## config.mk

```make
export PLATFORM = sky130hd
export DESIGN_NAME = tdm_demux_flat
export DESIGN_NICKNAME = d
export VERILOG_FILES = /design/src/rtl/tdm_demux_if.sv /design/src/rtl/tdm_demux.sv /design/src/flat_wrapper.sv
export SDC_FILE = /design/constraint.sdc
export NUM_CORES = 1
export LEC_CHECK = 0
export ABC_CLOCK_PERIOD_IN_PS = 2600
export BUFFER_PORTS_ARGS = -buffer_cell sky130_fd_sc_hd__buf_2
export CORE_ASPECT_RATIO = 0.9
export CORE_MARGIN = 2
export CORE_UTILIZATION = 33
export CTS_CLUSTER_DIAMETER = 50
export DETAILED_ROUTE_END_ITERATION = 8
export GPL_ROUTABILITY_DRIVEN = 0
export PLACE_DENSITY_LB_ADDON = 0.3
export SETUP_SLACK_MARGIN = 0.1
export SYNTH_ARGS = -nofsm -noshare
export SYNTH_HDL_FRONTEND = slang
export SYNTH_SLANG_ARGS = --single-unit
export TNS_END_PERCENT = 1
```

## constraint.sdc

```tcl
create_clock -name clk -period 2.6 [get_ports clk]
set_input_delay 0.52 -clock clk [delete_from_list [all_inputs] [get_ports clk]]
set_output_delay 0.52 -clock clk [all_outputs]
set_load 0.005 [all_outputs]
```

## src/rtl/tdm_demux_if.sv

```systemverilog
// tdm_demux_if: upstream TDM handshake, downstream extracted-word handshake and slot index
interface tdm_demux_if #(
  parameter int DWIDTH     = 16,
  parameter int NR_STREAMS = 16
);
  localparam int SW = $clog2(NR_STREAMS);
  logic              req_in;
  logic              ack_in;
  logic [DWIDTH-1:0] data_in;
  logic              req_out;
  logic              ack_out;
  logic [DWIDTH-1:0] data_out;
  logic [SW-1:0]     slot_cnt;
  modport slave (
    output req_in, req_out, data_out, slot_cnt,
    input  ack_in, data_in, ack_out
  );
  modport master (
    input  req_in, req_out, data_out, slot_cnt,
    output ack_in, data_in, ack_out
  );
endinterface

```

## src/rtl/tdm_demux.sv

```systemverilog
// tdm_demux: extracts one slot of a TDM frame into a small output FIFO
module tdm_demux #(
  parameter int DWIDTH      = 16,
  parameter int NR_STREAMS  = 16,
  parameter int STREAMS_IDX = 0,
  parameter int FIFO_DEPTH  = 4
) (
  input logic         clk,
  input logic         rst,
  tdm_demux_if.slave  bus
);
  localparam int SW = $clog2(NR_STREAMS);
  localparam int AW = $clog2(FIFO_DEPTH);
  logic [SW-1:0]     r_slot;
  logic [AW-1:0]     r_wr, r_rd;
  logic [AW:0]       r_cnt;
  logic [DWIDTH-1:0] r_mem [FIFO_DEPTH];
  logic w_full, w_tgt, w_req_in, w_req_out, w_in, w_push, w_pop;
  always_comb begin
    w_full    = r_cnt == (AW+1)'(FIFO_DEPTH);
    w_tgt     = r_slot == SW'(STREAMS_IDX);
    // only the target slot stalls on a full FIFO; other slots keep draining upstream
    w_req_in  = !rst && !(w_full && w_tgt);
    w_req_out = !rst && r_cnt != '0;
    w_in      = w_req_in && bus.ack_in;
    w_push    = w_in && w_tgt;
    w_pop     = w_req_out && bus.ack_out;
  end
  assign bus.req_in   = w_req_in;
  assign bus.req_out  = w_req_out;
  assign bus.data_out = w_req_out ? r_mem[r_rd] : '0;
  assign bus.slot_cnt = rst ? '0 : r_slot;
  always_ff @(posedge clk) begin
    if (rst) begin
      r_slot <= '0;
      r_wr   <= '0;
      r_rd   <= '0;
      r_cnt  <= '0;
    end else begin
      if (w_in) r_slot <= r_slot == SW'(NR_STREAMS-1) ? '0 : r_slot + 1'b1;
      if (w_push) r_wr <= r_wr + 1'b1;
      if (w_pop) r_rd <= r_rd + 1'b1;
      r_cnt <= r_cnt + (AW+1)'(w_push) - (AW+1)'(w_pop);
    end
  end
  always_ff @(posedge clk)
    if (w_push) r_mem[r_wr] <= bus.data_in;
endmodule

```

## src/flat_wrapper.sv

```systemverilog
// flat-port wrapper written by rule: the top's interface ports become plain ports
module tdm_demux_flat 
#(
  parameter int DWIDTH      = 16,
  parameter int NR_STREAMS  = 16,
  parameter int STREAMS_IDX = 0,
  parameter int FIFO_DEPTH  = 4
)
  (clk, rst, bus_req_in, bus_req_out, bus_data_out, bus_slot_cnt, bus_ack_in, bus_data_in, bus_ack_out);
  tdm_demux_if #(.DWIDTH(DWIDTH), .NR_STREAMS(NR_STREAMS)) bus_i ();
  input logic clk;
  input logic rst;
  output wire logic [$bits(bus_i.req_in)-1:0] bus_req_in;
  output wire logic [$bits(bus_i.req_out)-1:0] bus_req_out;
  output wire logic [$bits(bus_i.data_out)-1:0] bus_data_out;
  output wire logic [$bits(bus_i.slot_cnt)-1:0] bus_slot_cnt;
  input wire logic [$bits(bus_i.ack_in)-1:0] bus_ack_in;
  input wire logic [$bits(bus_i.data_in)-1:0] bus_data_in;
  input wire logic [$bits(bus_i.ack_out)-1:0] bus_ack_out;
  assign bus_req_in = bus_i.req_in;
  assign bus_req_out = bus_i.req_out;
  assign bus_data_out = bus_i.data_out;
  assign bus_slot_cnt = bus_i.slot_cnt;
  assign bus_i.ack_in = bus_ack_in;
  assign bus_i.data_in = bus_data_in;
  assign bus_i.ack_out = bus_ack_out;
  tdm_demux #(.DWIDTH(DWIDTH), .NR_STREAMS(NR_STREAMS), .STREAMS_IDX(STREAMS_IDX), .FIFO_DEPTH(FIFO_DEPTH)) u_core (.clk(clk), .rst(rst), .bus(bus_i));
endmodule
```

==> run metrics <==
outcome finished clean; FILL cells 921; Placed Area 0.00357 mm²; initial drt markers 25; area of the multi-input gates 932 µm²; pin count of the biggest net entering global routing 19; vias in the first global route 1,683; Slew headroom 78.7%; die height 97.6 µm; cells after synthesis 184; hold path cells 1; Seq/Total Area, Yosys 68.0%; Top FF cell, synth edfxtp_1; R2R Path Start u_core.r_cnt[2]; Ports 42; CTS-repair resized insts 0; fmax 420 MHz; max-cap violation count 0; clock root buffer clkbuf_8; cell with the most instances after synthesis edfxtp_1; final setup fails 0; setup ws final 0.219 ns; Synth top area share 59.9%; first-pass GRT wire length 8650 µm; DR vias 1,636; PD cells 807 mW/mm²; post-synthesis async set-or-reset flop share 0%; Detailed Routing Iterations Pass 1 4; Commonest cells post-synth edfxtp_1 (64), and2_1 (20), dfxtp_1 (13), inv_1 (10), mux4_2 (10); Register Area 0.00218 mm²; die area 0.0105 mm²; worst setup path class flop to output port; max-slew violations 0; Post-synth EDFFs 64; grt total ovfl 0; CP Max Fanout 16; top cells by area, synth edfxtp_1 (60%), dfxtp_1 (8.1%), mux4_2 (7.0%), mux4_1 (4.9%), and2_1 (3.9%); drt wl/cell 14.5 µm; fin crit share 91.6%; Worst Tran Pin Value 0.318 ns; total negative setup slack 0 ns; CTS sink count 77; RSZ-0062 raised after global routing no; ANT cells 0; H-tree Lvls 3; syn_nets 213; fin cells 367; synthesis-to-finish area growth 17.6%; Post-CTS Hold Buffers 0; port bufs 41; min Tclk post-route 2.38 ns; skew final 0.00777 ns; post-CTS setup buffer count 0; nets@finish 265; worst reg2reg endpoint u_core.r_cnt[2]; Worst Hold Endpoint u_core.r_mem[1][5]; clk slew on worst S/H paths 0.08 ns; FF-to-FF setup slack 0.38 ns; synth warn 0; Clock Latency Late Sink 0.35 ns; WL final 5340 µm; Final Cell Area 0.00377 mm²; hold_sp bus_data_in[5]; cell taking the most area after synthesis edfxtp_1; maximum VDD drop 0.000225 V; WP data arrival 1.86 ns; Routed Antenna Nets 0; CTS Buffer Depth 2; CORE AREA 0.00957 mm²; Synth Cell Area 0.00321 mm²; dpl hpwl 3390 µm; CTS tree done; Rows 34; DRC 0; synth unique cells 35; Chip Width 108 µm; pre-CTS setup slack 0.363 ns; initial core utilization 33.5%; crit path launch type flop; Hold Path Class input pin to flop; Final Hold Fails 0; Syn Area/Cell 17.4 µm²; Via density 4.46; placed insts 351; CTS buffer count 9; leakage power 1.38 nW; layout cells sized above 1 34.0%; antenna violations before repair 1; Reg2Reg Depth 10; Tot GR Track Use 11.2%; Yosys reg bits 77; CP endpoint kind output port; Req. time, crit path 2.08 ns
==> final cells by class <==
class                   count  area share (%)
clock buffers               9            3.28
repair buffers             48            6.83
multi-input cells          89            24.7
clock inverters             7            2.12
inverters                  11            1.09
flip-flops and latches     77            57.8
well taps                 126            4.18
==> sequential cells by signal (all words and copies together), names as in the netlist, named ones only <==
signal,cells
u_core.r_cnt,3
u_core.r_slot,4
u_core.r_mem,64
u_core.r_rd,2
u_core.r_wr,2
==> layer usage <==
layer | vias up | part of all wire (%) | global-route usage, % | wire [µm]
met4 | 2 | 1.6 | 5.33 | 88
met2 | 28 | 49 | 17.1 | 2630
met1 | 799 | 44 | 13.9 | 2350
met5 | - | 0.24 | 0 | 13
li1 | 798 | - | - | -
met3 | 9 | 4.8 | 4.29 | 255
==> how the worst max path moves through the flow <==
stage          slack [ns]              end  depth (start not counted)
2_1_floorplan        0.31  u_core.r_cnt[2]                         10
6_report             0.22  bus_data_out[3]                          4
3_5_place_dp         0.36  u_core.r_cnt[2]                         10
5_1_grt              0.11  bus_data_out[0]                          4
4_1_cts              0.16  bus_data_out[0]                          4
3_3_place_gp         0.39  u_core.r_cnt[2]                         10
==> stage by stage <==
| stage | utilization, % | power [mW] | hold WS [ns] |
|---|---|---|---|
| 2_1_floorplan | - | 2.00 | 0.459 |
| 3_3_place_gp | 37.3 | 2.16 | 0.491 |
| 3_5_place_dp | 37.3 | 2.17 | 0.495 |
| 4_1_cts | 39.4 | 3.10 | 0.358 |
| 5_1_grt | 39.4 | 3.22 | 0.356 |
| 6_report | 39.4 | 3.05 | 0.380 |
==> worst max-delay path: stages (launching register included) <==
cell and delay, ns:
dfxtp_1 0.31, buf_4 0.29, mux4_1 0.62, and2_1 0.17
buf_2 0.12
==> power by group <==
group	total [mW]	switching (mW)	leakage, nW	internal, mW
Clock	0.920	0.462	0.103	0.458
Sequential	1.48	0.0499	0.685	1.43
Combinational	0.641	0.306	0.591	0.335
Total	3.05	0.818	1.38	2.23
==> cell families after synthesis <==
kind of cell	synth area share, %
multiplexers	13.4
flip-flops	68.0
buffers and inverters	3.00
adder cells (fa/ha/maj)	3.74
AND/OR/NAND/NOR	8.77
AO/OA/AOI/OAI	2.57
XOR/XNOR	0.546
==> cells in the final DEF (no fill, tap or decap), types with 3 or more instances in the layout <==
cell	instances
a21oi_1	5
buf_4	7
mux4_2	10
inv_6	3
inv_1	10
and2_1	20
nand2_1	5
ha_1	8
dfxtp_1	13
edfxtp_1	64
mux4_1	6
nor2b_1	5
buf_2	41
clkbuf_8	9
nor2_1	6
No activity file was read; power rests on OpenSTA's default activity.
